## config.mk

```make
export PLATFORM = sky130hd
export DESIGN_NAME = text_console
export DESIGN_NICKNAME = d
export VERILOG_FILES = /design/src/rtl/video_package.sv /design/src/rtl/text_console.sv
export SDC_FILE = /design/constraint.sdc
export NUM_CORES = 1
export LEC_CHECK = 0
export ABC_AREA = 1
export CORE_MARGIN = 4
export CORE_UTILIZATION = 45
export DETAILED_ROUTE_END_ITERATION = 10
export PLACE_DENSITY = 0.73
export SKIP_LAST_GASP = 1
export SYNTH_ARGS = -nofsm -noshare
export SYNTH_HDL_FRONTEND = slang
export SYNTH_SLANG_ARGS = --single-unit
```

## constraint.sdc

```tcl
create_clock -name clk -period 3.3 [get_ports clk]
set_input_delay 0.495 -clock clk [delete_from_list [all_inputs] [get_ports clk]]
set_output_delay 0.495 -clock clk [all_outputs]
set_load 0.1 [all_outputs]
```

## src/rtl/video_package.sv

```systemverilog
// video_package: display-memory types, control-character codes and console FSM states
// shared by the text console and the video pipeline.
package video_package;

    typedef logic [15:0] disp_addr_t;
    typedef logic [15:0] disp_data_t;

    localparam logic [7:0] CHAR_BS    = 8'h08;
    localparam logic [7:0] CHAR_LF    = 8'h0A;
    localparam logic [7:0] CHAR_FF    = 8'h0C;
    localparam logic [7:0] CHAR_CR    = 8'h0D;
    localparam logic [7:0] CHAR_SPACE = 8'h20;

    typedef enum logic [1:0] {CLEAR, IDLE, WRITE, CLRLINE} console_state_t;

    function automatic logic is_printable(input logic [7:0] c);
        return !(c inside {CHAR_BS, CHAR_LF, CHAR_FF, CHAR_CR});
    endfunction

endpackage

```

## src/rtl/text_console.sv

```systemverilog
// text_console: turns a character stream into display-memory writes, handling BS/LF/CR/FF
// and blanking the whole screen or a freshly entered line one cell per cycle.
module text_console
    import video_package::*;
#(
    parameter int         COLS       = 80,
    parameter int         ROWS       = 30,
    parameter disp_addr_t BASE_ADDR  = '0,
    parameter logic [7:0] CLEAR_ATTR = 8'h07
) (
    input  logic                    clk,
    input  logic                    reset,
    input  logic                    char_valid_i,
    input  logic [7:0]              char_data_i,
    input  logic [7:0]              char_attr_i,
    output logic                    char_ready_o,
    output logic                    display_wr_en_o,
    output disp_addr_t              display_wr_addr_o,
    output disp_data_t              display_wr_data_o,
    output logic [$clog2(COLS)-1:0] cursor_col_o,
    output logic [$clog2(ROWS)-1:0] cursor_row_o
);

    localparam int CW = $clog2(COLS);
    localparam int RW = $clog2(ROWS);
    localparam int NW = $clog2(COLS * ROWS);
    localparam disp_data_t BLANK = {CLEAR_ATTR, CHAR_SPACE};

    console_state_t state_q, state_d;
    logic [CW-1:0]  col_q, col_d;
    logic [RW-1:0]  row_q, row_d;
    disp_addr_t     row_base_q, row_base_d;
    logic [NW-1:0]  cnt_q, cnt_d;
    logic [7:0]     char_q, char_d;
    logic           ready_q, ready_d;
    logic           wr_en_q, wr_en_d;
    disp_addr_t     wr_addr_q, wr_addr_d;
    disp_data_t     wr_data_q, wr_data_d;
    logic           accept, last_col, last_row, adv;
    disp_addr_t     cur_addr;

    assign accept   = char_valid_i && ready_q;
    assign last_col = col_q == CW'(COLS - 1);
    assign last_row = row_q == RW'(ROWS - 1);
    assign cur_addr = row_base_q + disp_addr_t'(col_q);

    always_comb begin
        state_d    = state_q;
        col_d      = col_q;
        row_d      = row_q;
        row_base_d = row_base_q;
        cnt_d      = '0;
        char_d     = char_q;
        wr_en_d    = 1'b0;
        wr_addr_d  = cur_addr;
        wr_data_d  = BLANK;
        adv        = 1'b0;
        case (state_q)
            CLEAR: begin
                wr_en_d   = 1'b1;
                wr_addr_d = BASE_ADDR + disp_addr_t'(cnt_q);
                cnt_d     = cnt_q + 1'b1;
                state_d   = (cnt_q == NW'(COLS * ROWS - 1)) ? IDLE : CLEAR;
            end
            CLRLINE: begin
                wr_en_d   = 1'b1;
                wr_addr_d = row_base_q + disp_addr_t'(cnt_q);
                cnt_d     = cnt_q + 1'b1;
                state_d   = (cnt_q == NW'(COLS - 1)) ? IDLE : CLRLINE;
            end
            // A printable that left the cursor at column 0 has wrapped onto a new line.
            WRITE: state_d = (is_printable(char_q) && col_q == '0) ? CLRLINE : IDLE;
            IDLE: begin
                if (accept) begin
                    char_d  = char_data_i;
                    state_d = WRITE;
                    if (char_data_i == CHAR_FF) begin
                        col_d      = '0;
                        row_d      = '0;
                        row_base_d = BASE_ADDR;
                        state_d    = CLEAR;
                    end else if (char_data_i == CHAR_LF) begin
                        col_d   = '0;
                        adv     = 1'b1;
                        state_d = CLRLINE;
                    end else if (char_data_i == CHAR_CR) begin
                        col_d = '0;
                    end else if (char_data_i == CHAR_BS) begin
                        wr_en_d   = col_q != '0;
                        wr_addr_d = cur_addr - 1'b1;
                        col_d     = (col_q != '0) ? col_q - 1'b1 : col_q;
                    end else begin
                        wr_en_d   = 1'b1;
                        wr_data_d = {char_attr_i, char_data_i};
                        col_d     = last_col ? '0 : col_q + 1'b1;
                        adv       = last_col;
                    end
                end
            end
            default: state_d = CLEAR;
        endcase
        if (adv) begin
            row_d      = last_row ? '0 : row_q + 1'b1;
            row_base_d = last_row ? BASE_ADDR : row_base_q + disp_addr_t'(COLS);
        end
        // Ready waits one cycle past the final write so a clear never overlaps new input.
        ready_d = (state_d == IDLE) && !wr_en_d;
    end

    always_ff @(posedge clk or posedge reset) begin
        if (reset) begin
            state_q    <= CLEAR;
            col_q      <= '0;
            row_q      <= '0;
            row_base_q <= BASE_ADDR;
            cnt_q      <= '0;
            char_q     <= '0;
            ready_q    <= 1'b0;
            wr_en_q    <= 1'b0;
            wr_addr_q  <= '0;
            wr_data_q  <= '0;
        end else begin
            state_q    <= state_d;
            col_q      <= col_d;
            row_q      <= row_d;
            row_base_q <= row_base_d;
            cnt_q      <= cnt_d;
            char_q     <= char_d;
            ready_q    <= ready_d;
            wr_en_q    <= wr_en_d;
            wr_addr_q  <= wr_addr_d;
            wr_data_q  <= wr_data_d;
        end
    end

    assign char_ready_o      = ready_q;
    assign display_wr_en_o   = wr_en_q;
    assign display_wr_addr_o = wr_addr_q;
    assign display_wr_data_o = wr_data_q;
    assign cursor_col_o      = col_q;
    assign cursor_row_o      = row_q;

endmodule
```

-- Word level (Yosys, flattened, before mapping)
Cells that the tools add are included.
- flip-flop bits (word level): 84
- bits in latches: 0
- RAM bits: 0
- ROM bits: 0
- input port bits: 19
- word-level logic and storage cells: 99
- memories kept: 0
- add/subtract/negate cells: 8
- $mul: 0
- divide/modulo/power cells: 0
- order comparisons: 0
- equal/unequal tests: 17
- shift operators: 0
- muxes and demuxes: 48
- bitwise operators: 0
- reductions and logical operators: 16
- operators by type and width (operator ; count):
    two-way mux 16 bit ; 16
    equality test 8 x 4 -> 1 bit, second input constant ; 8
    one-hot mux 16 bit (3 select lines) ; 1
    two-way mux 7 bit ; 6
    two-way mux 5 bit ; 5
    adder 16 x 12 -> 16 bit ; 1
    adder 16 x 7 -> 16 bit ; 1
    adder 16 x 7 -> 16 bit, second input constant ; 1
    subtractor 16 x 1 -> 16 bit, second input constant ; 1
    two-way mux 1 bit ; 13
    adder 12 x 1 -> 12 bit, second input constant ; 1
    equality test 12 bit, second input constant ; 1
    equality test 12 x 7 -> 1 bit, second input constant ; 1
    two-way mux 12 bit ; 1
    two-way mux 2 bit ; 4
    one-hot mux 2 bit (4 select lines) ; 1
    adder 7 x 1 -> 7 bit, second input constant ; 1
    equality test 7 bit, second input constant ; 1
    zero test 7 bit ; 1
    nonzero test 7 bit ; 1
    subtractor 7 x 1 -> 7 bit, second input constant ; 1
    AND reduction 3 bit ; 2
    nonzero test 2 bit ; 3
    adder 5 x 1 -> 5 bit, second input constant ; 1
    11 further kinds ; 16

-- Longest topological paths before layout
Gate-level depths: netlist (run 1).
- word-level depth: 9
- gate-level depth with buffers: 16

-- Least setup slack after synthesis (run 1)
OpenSTA, ideal clock, no wires.
- kind: register -> register
- start: register col_q[0] (netlist: cursor_col_o[0])
- end: register ready_q (netlist: char_ready_o)
- library setup time: 0.122 ns
- data arrival time: 2.464 ns
- required time: 3.178 ns
- slack: 0.714 ns
- stages on the path, launching flop included: 11
- buffers on the path: 0
- period minus slack after synthesis: 2.586 ns
- path through: dfrtp_1 -> clkinv_1 -> ha_1 -> inv_1 -> nor3_1 -> nand2_1 -> o21ai_2 -> nor2_1 -> inv_2 -> a21oi_1 -> nor2_1
- longest elaborated chain between the ends: 9
- RTL lines (element ; RTL line ; RTL):
    start: declaration ; text_console.sv:30 ; logic [CW-1:0] col_q, col_d;
    start signal: assignment ; text_console.sv:124 ; col_q <= col_d;
    nonzero test 7 bit ; text_console.sv:89 ; wr_en_d = col_q != '0;
    two-way mux 1 bit ; text_console.sv:88 ; end else if (char_data_i == CHAR_BS) begin
    two-way mux 1 bit ; text_console.sv:86 ; end else if (char_data_i == CHAR_CR) begin
    two-way mux 1 bit ; text_console.sv:82 ; end else if (char_data_i == CHAR_LF) begin
    two-way mux 1 bit ; text_console.sv:77 ; if (char_data_i == CHAR_FF) begin
    two-way mux 1 bit ; text_console.sv:74 ; if (accept) begin
    one-hot mux 1 bit (2 select lines) ; text_console.sv:58 ; case (state_q)
    named net wr_en_d ; text_console.sv:36 ; logic wr_en_q, wr_en_d;
    zero test 1 bit ; text_console.sv:107 ; ready_d = (state_d == IDLE) && !wr_en_d;
    logical AND 1 bit ; text_console.sv:107 ;
    named net ready_d ; text_console.sv:35 ; logic ready_q, ready_d;
    end signal: assignment ; text_console.sv:129 ; ready_q <= ready_d;
    end: declaration ; text_console.sv:35 ;
The timed path passes the listed nets, and every way through them passes these cells.
A chain may end at the register's enable or synchronous reset.

-- Final worst setup path (run 1)
- start: register row_q[1] (netlist: cursor_row_o[1])
- end: output cursor_row_o[1]
- RTL lines (element ; RTL line ; RTL):
    start: declaration ; text_console.sv:31 ; logic [RW-1:0] row_q, row_d;
    start signal: assignment ; text_console.sv:125 ; row_q <= row_d;
    end: declaration ; text_console.sv:21 ; output logic [$clog2(ROWS)-1:0] cursor_row_o
No word-level cell between the ends.

==> impl_metrics.env, run 1 <==
export IMPL_wl_um=13030
export IMPL_comb_power_share=0.469
export IMPL_grt_use_total=0.2084
export IMPL_utilization=0.5589
export IMPL_h_tree_depth=3
export IMPL_cts_clk_slew_worst_paths_ns=0.06
export IMPL_cts_buffers=9
export IMPL_syn_area_per_cell_um2=7.791
export IMPL_n_fill_cell=1038
export IMPL_hold_class="reg -> reg"
export IMPL_internal_power_mw=2.168
export IMPL_wl_per_cell_um=14.94
export IMPL_path_buf_inv=1
export IMPL_muxShareOfSynthArea=0
export IMPL_place_area_um2=5901
export IMPL_hold_buffers=0
export IMPL_min_from="cnt_q[0]"
export IMPL_finalSetupTns_ns=0
export IMPL_syn_area_um2=5157
export IMPL_io_pins=65
export IMPL_synth_fa_ha_area_frac=0.05580
export IMPL_drtIter0Drc=224
export IMPL_cpMaxStageDelayCell="clkdlybuf4s50_1"
export IMPL_nNetsFinal=770
export IMPL_synth_xor_area_frac=0.02377
export IMPL_synth_top_area_share=0.3882
export IMPL_die_h_um=115.1
export IMPL_rsz0062_at_grt="false"
export IMPL_vdd_drop_max_uv=777.3
export IMPL_worstReg2RegStart="state_q[1]"
export IMPL_synth_seq_cells=80
export IMPL_power_total_mw=4.167
export IMPL_dr_pass1_iters=5
export IMPL_min_to="cnt_q[0]"
export IMPL_synth_compound_area_share=0.1460
export IMPL_cp_top_family="buffers and inverters"
export IMPL_synthCells=662
export IMPL_synth_flop_cell="dfrtp_1"
export IMPL_synth_area_leaders="dfrtp_1 39%, nand2_1 8.5%, ha_1 5.6%"
export IMPL_grt_max_degree=40
export IMPL_setup_viol=0
export IMPL_reg2reg_slack_ns=0.87
export IMPL_clkLatencyLatePin_ns=0.35
export IMPL_post_cts_buffers=0
export IMPL_row_count=38
export IMPL_netSwitchingFraction=0.4797
export IMPL_yosysTopAreaCell="dfrtp_1"
export IMPL_crit_path_end_kind="primary output"
export IMPL_clock_sinks=80
export IMPL_worstPathArrival_ns=1.94
export IMPL_r2r_cells=11
export IMPL_status="finished clean"
export IMPL_hold_viol=0
export IMPL_vias=4729
export IMPL_synth_net_count=704
export IMPL_cp_start_kind="flip-flop"
export IMPL_cap_viol_max_count=0
export IMPL_path_class="reg -> out"
export IMPL_post_synth_top_count_cell="nand2_1"
export IMPL_layout_min_cycle_time_ns=2.436
export IMPL_clockPowerShare=0.216
export IMPL_hold_slack_ns=0.4833
export IMPL_antenna_found_initial=0
export IMPL_synth_edf_count=0
export IMPL_ys_async_sr_fraction=1.000
export IMPL_diodes=0
export IMPL_switching_power_mw=1.999
export IMPL_power_density_nw_per_um2=675.9
export IMPL_design_area_um2=6165
export IMPL_crit_cells=1
export IMPL_detail_route_antenna_nets=0
export IMPL_dieArea_um2=13240
export IMPL_cts_max_path_buffers=2
export IMPL_via_per_inst=5.423
export IMPL_gp_congestion=0.9243
export IMPL_finalCritPeriodShare=0.7383
export IMPL_core_um2=11030
export IMPL_crit_fanout=4
export IMPL_gr_total_overflow=0
export IMPL_worstPathCellList="clkdlybuf4s50_1"
export IMPL_slew_headroom=0.3223
export IMPL_drive_gt1_frac=0.1475
export IMPL_grt_pass1_vias=4582
export IMPL_synth_distinct_cells=51
export IMPL_synth_seq_area_share=0.3882
export IMPL_ys_top_cells_by_count="117 x nand2_1, 80 x dfrtp_1, 70 x inv_1, 58 x nor2_1, 52 x nand3_1"
export IMPL_io_buffers=64
export IMPL_root_buffer="clkbuf_16"
export IMPL_grt_pass1_wl_um=21760
export IMPL_drc=0
export IMPL_worst_pin_slew_ns=1.013
export IMPL_slew_viol_final=0
export IMPL_hpwl_um=10200
export IMPL_total_leakage_power_nw=2.999
export IMPL_min_path_cells=1
export IMPL_cts_tree="done"
export IMPL_cts_resized_gates=0
export IMPL_initial_core_util=0.4676
export IMPL_synth_top_family_by_area="simple AND/OR/NAND/NOR gates"
export IMPL_fin_skew_ns=0.008207
export IMPL_required_ns=2.80
export IMPL_seqPwrFrac=0.314
export IMPL_cp_startpoint="cursor_row_o[1]"
export IMPL_slowest_delay_ns=1.19
export IMPL_yosys_area_share_simple=0.3042
export IMPL_rr_endpoint="row_base_q[9]"
export IMPL_ys_warn_count=0
export IMPL_fp_dieW_um=115.1
export IMPL_syn2layout_area_growth_pct=19.53
export IMPL_max_freq_mhz=410.5
==> state kept, by name, indices dropped and copies added, names as in the netlist <==
name,cells
cursor_col_o,7
display_wr_en_o,1
char_ready_o,1
cnt_q,12
cursor_row_o,5
row_base_q,12
display_wr_data_o,16
state_q,2
display_wr_addr_o,16
char_q,8
==> layout by cell type (no fill, tap or decap), types with 3 or more instances in the layout <==
cell	netlist	routed
nand2_1	117	117
dfrtp_1	80	80
inv_1	70	69
nor2_1	58	58
clkdlybuf4s50_1	0	55
nand3_1	52	52
a21oi_1	45	45
o21ai_0	33	33
nand2_2	24	24
ha_1	23	23
inv_2	20	20
nor3_1	19	19
xor2_1	13	13
buf_4	2	13
nor2_2	11	11
o22ai_1	10	10
clkbuf_16	0	9
nand4_1	8	8
o21ai_1	7	7
nor2_4	6	6
a31oi_1	5	5
a22oi_1	5	5
nor3b_1	4	4
or2_2	4	4
nor3_2	3	3
clkinv_2	0	3
==> power by group through the flow <==
stage | clock (mW) | combinational [mW] | sequential [mW]
6_report | 0.901 | 1.95 | 1.31
5_1_grt | 0.964 | 2.08 | 1.34
4_1_cts | 0.924 | 1.96 | 1.31
3_5_place_dp | 0 | 1.95 | 1.33
3_3_place_gp | 0 | 1.94 | 1.32
2_1_floorplan | 0 | 0.613 | 2.19
==> worst max path at each step <==
stage / endpoint / slack [ns]
2_1_floorplan: char_ready_o / 0.71
3_3_place_gp: display_wr_addr_o[10] / 0.86
3_5_place_dp: row_base_q[9] / 0.79
4_1_cts: cursor_col_o[4] / 0.85
5_1_grt: row_base_q[9] / 0.62
6_report: cursor_row_o[1] / 0.86
==> per-layer routing <==
metal	global-route usage	share of wire	vias up
met5	0	0	-
met1	0.2663	0.44	2206
li1	-	-	2348
met2	0.3422	0.48	145
met4	0.08685	0.029	0
met3	0.04579	0.048	30
==> worst register-to-register path: stages, from the launching register on <==
cell and delay, ns:
dfrtp_1 0.43, inv_1 0.12, ha_1 0.16, buf_4 0.21, inv_2 0.14, nor2_8 0.23
inv_2 0.17, nor2_2 0.19, nand3_2 0.28, a21oi_1 0.23, o21ai_0 0.12, o21ai_1 0.09
==> logic make-up (layout without fill, tap and decap cells) <==
family / Yosys count / after routing
xor gates and xnor gates: 14 / 14
buffers and inverters: 104 / 174
AOI/OAI and AO/OA: 127 / 127
DFF: 80 / 80
and+or+nand+nor: 314 / 314
adders and majority gates: 23 / 23
==> through the flow <==
step	setup WS, ns	std cells
after CTS	0.8533	872
after floorplan	0.7142	662
after global routing	0.6247	872
after detailed placement	0.7914	857
final	0.8637	872
after global placement	0.8563	857
==> layout make-up <==
type / count / area, µm² / area share
multi-input cells: 478 / 2733 / 0.4433
flip-flops and latches: 80 / 2002 / 0.3247
repair buffers: 68 / 648.1 / 0.1051
inverters: 91 / 342.8 / 0.05561
clock buffers: 10 / 229.0 / 0.03714
well taps: 140 / 175.2 / 0.02841
clock inverters: 5 / 35.03 / 0.005683
Power figures use the tool's default switching activity.
==> run 2, diff against run 1 <==
Clock period 3.3 ns to 2.4 ns, I/O delays scaled along.
==> impl_metrics.env, run 2 (synthesis results as in run 1) <==
export IMPL_grt_use_total=0.2127
export IMPL_hold_slack_ns=0.4303
export IMPL_final_common_cell="nand2_1"
export IMPL_layout_min_cycle_time_ns=2.147
export IMPL_worstReg2RegStart="row_base_q[6]"
export IMPL_vdd_drop_max_uv=1041
export IMPL_hold_viol=0
export IMPL_total_leakage_power_nw=3.120
export IMPL_drive_gt1_frac=0.2116
export IMPL_worstPathArrival_ns=2.39
export IMPL_fp_dieW_um=115.1
export IMPL_slew_viol_final=0
export IMPL_initial_core_util=0.4676
export IMPL_worst_pin_slew_ns=0.5978
export IMPL_grt_pass1_vias=4663
export IMPL_fin_cells=882
export IMPL_rsz0062_at_grt="false"
export IMPL_post_cts_buffers=0
export IMPL_cpMaxStageDelayCell="dfrtp_1"
export IMPL_setup_viol=0
export IMPL_slowest_delay_ns=0.47
export IMPL_wl_met1_um=5993
export IMPL_place_inst=866
export IMPL_max_freq_mhz=465.8
export IMPL_nNetsFinal=779
export IMPL_row_count=38
export IMPL_cpMostUsedCell="nand3_1"
export IMPL_hold_buffers=0
export IMPL_cts_resized_gates=0
export IMPL_gr_total_overflow=0
export IMPL_diodes=0
export IMPL_hpwl_um=10340
export IMPL_finalCritPeriodShare=0.8945
export IMPL_clock_sinks=80
export IMPL_io_buffers=64
export IMPL_io_pins=65
export IMPL_cap_viol_max_count=0
export IMPL_crit_fanout=6
export IMPL_dieArea_um2=13240
export IMPL_grt_max_degree=38
export IMPL_die_h_um=115.1
export IMPL_cp_start_kind="flip-flop"
export IMPL_via_per_inst=5.413
export IMPL_hold_class="in -> async"
export IMPL_r2r_cells=13
export IMPL_antenna_found_initial=0
export IMPL_path_buf_inv=0
export IMPL_drtIter0Drc=276
export IMPL_root_buffer="clkbuf_16"
export IMPL_gp_congestion=0.9205
export IMPL_cts_clk_slew_worst_paths_ns=0.07
export IMPL_worst_slack_ns=0.2533
export IMPL_crit_path_end_kind="flip-flop"
export IMPL_required_ns=2.64
export IMPL_status="finished clean"
export IMPL_core_um2=11030
export IMPL_clkLatencyLatePin_ns=0.34
export IMPL_syn2layout_area_growth_pct=20.48
export IMPL_top_layer="met4"
export IMPL_pre_cts_ws_ns=0.08553
export IMPL_vias=4774
export IMPL_rr_endpoint="display_wr_addr_o[15]"
export IMPL_detail_route_antenna_nets=0
export IMPL_n_fill_cell=1024
export IMPL_path_class="reg -> reg"
export IMPL_mostFrequentLayoutCells="117 x nand2_1, 79 x dfrtp_1, 69 x inv_1, 58 x nor2_1, 57 x buf_4"
export IMPL_reg2reg_slack_ns=0.25
export IMPL_cts_max_path_buffers=2
export IMPL_wl_per_cell_um=15.23
export IMPL_cts_tree="done"
export IMPL_slew_headroom=0.6006
export IMPL_grt_pass1_wl_um=22380
export IMPL_cts_buffers=9
export IMPL_drc=0
export IMPL_worstPathCellList="ha_1, nand3_1, nand3_1, nor2_1, nor2_2, nor2_4, nand2_2, nor2_4, nand3_1, nand3_1, nand2_1, nand2_1, nand2_1"
export IMPL_wl_um=13430
export IMPL_route_met2_wl_um=6483
export IMPL_h_tree_depth=3
export IMPL_power_density_nw_per_um2=951.0
export IMPL_dr_pass1_iters=6
export IMPL_cp_top_family="simple AND/OR/NAND/NOR gates"
export IMPL_fin_skew_ns=0.007849
export IMPL_met3WireLength_um=646
[run 2: changes by cell type in the layout (fill, tap and decap cells not counted)]
cell / previous run / this run
buf_4: 13 / 57
clkdlybuf4s50_1: 55 / 18
clkinv_2: 3 / 0
inv_6: 0 / 3
buf_12: 0 / 2
bufinv_16: 0 / 1
clkbuf_1: 1 / 0
clkinv_4: 2 / 1
clkinvlp_4: 1 / 2
dfrtp_1: 80 / 79
dfrtp_2: 0 / 1
inv_8: 0 / 1
[run 2: layout make-up]
cell class | count | area (µm²) | share of cell area
Clock buffer | 9 | 225.2 | 0.03625
Clock inverter | 7 | 83.83 | 0.01349
Inverter | 91 | 345.3 | 0.05558
Multi-Input combinational cell | 478 | 2733 | 0.4398
Sequential cell | 80 | 2003 | 0.3224
Tap cell | 140 | 175.2 | 0.02819
Timing Repair Buffer | 77 | 648.1 | 0.1043
[run 2: report_power, final]
part | internal [mW] | switching [mW] | leakage, nW | total, mW
Clock | 0.826 | 0.612 | 0.149 | 1.44
Combinational | 0.631 | 2.03 | 1.99 | 2.66
Sequential | 1.62 | 0.187 | 0.981 | 1.81
[run 2: worst max-delay path by stage]
stage	slack, ns	endpoint	depth (start not counted)	startpoint
after CTS	0.26	display_wr_addr_o[15]	15	row_base_q[5]
final	0.25	display_wr_addr_o[15]	13	row_base_q[6]
after floorplan	-0.19	char_ready_o	10	cursor_col_o[0]
after detailed placement	0.09	row_base_q[11]	10	char_data_i[3]
after global routing	0.02	display_wr_addr_o[15]	14	cursor_col_o[5]
after global placement	0.17	row_base_q[11]	11	char_data_i[0]
[run 2: per-layer routing]
layer	vias to the layer above	global-route usage
met5	-	0
met4	0	0.07121
met3	27	0.03684
met2	144	0.3565
met1	2245	0.2792
li1	2358	-
[run 2: stage by stage]
| step | power, mW | TNS (ns) | util | instance area (µm²) |
|---|---|---|---|---|
| 3_3_place_gp | 4.449 | 0 | 0.5352 | 5903 |
| 5_1_grt | 6.201 | 0 | 0.5633 | 6213 |
| 3_5_place_dp | 4.491 | 0 | 0.5352 | 5903 |
| 6_report | 5.909 | 0 | 0.5633 | 6213 |
| 2_1_floorplan | 3.853 | -0.9817 | - | 5161 |
| 4_1_cts | 5.945 | 0 | 0.5632 | 6212 |
[run 2: worst register-to-register path: cells and delay by family, from the launching register on]
kind / cells / cell delay [ns]
fa+ha+maj: 1 / 0.39
flops: 1 / 0.47
simple gates: 12 / 1.19
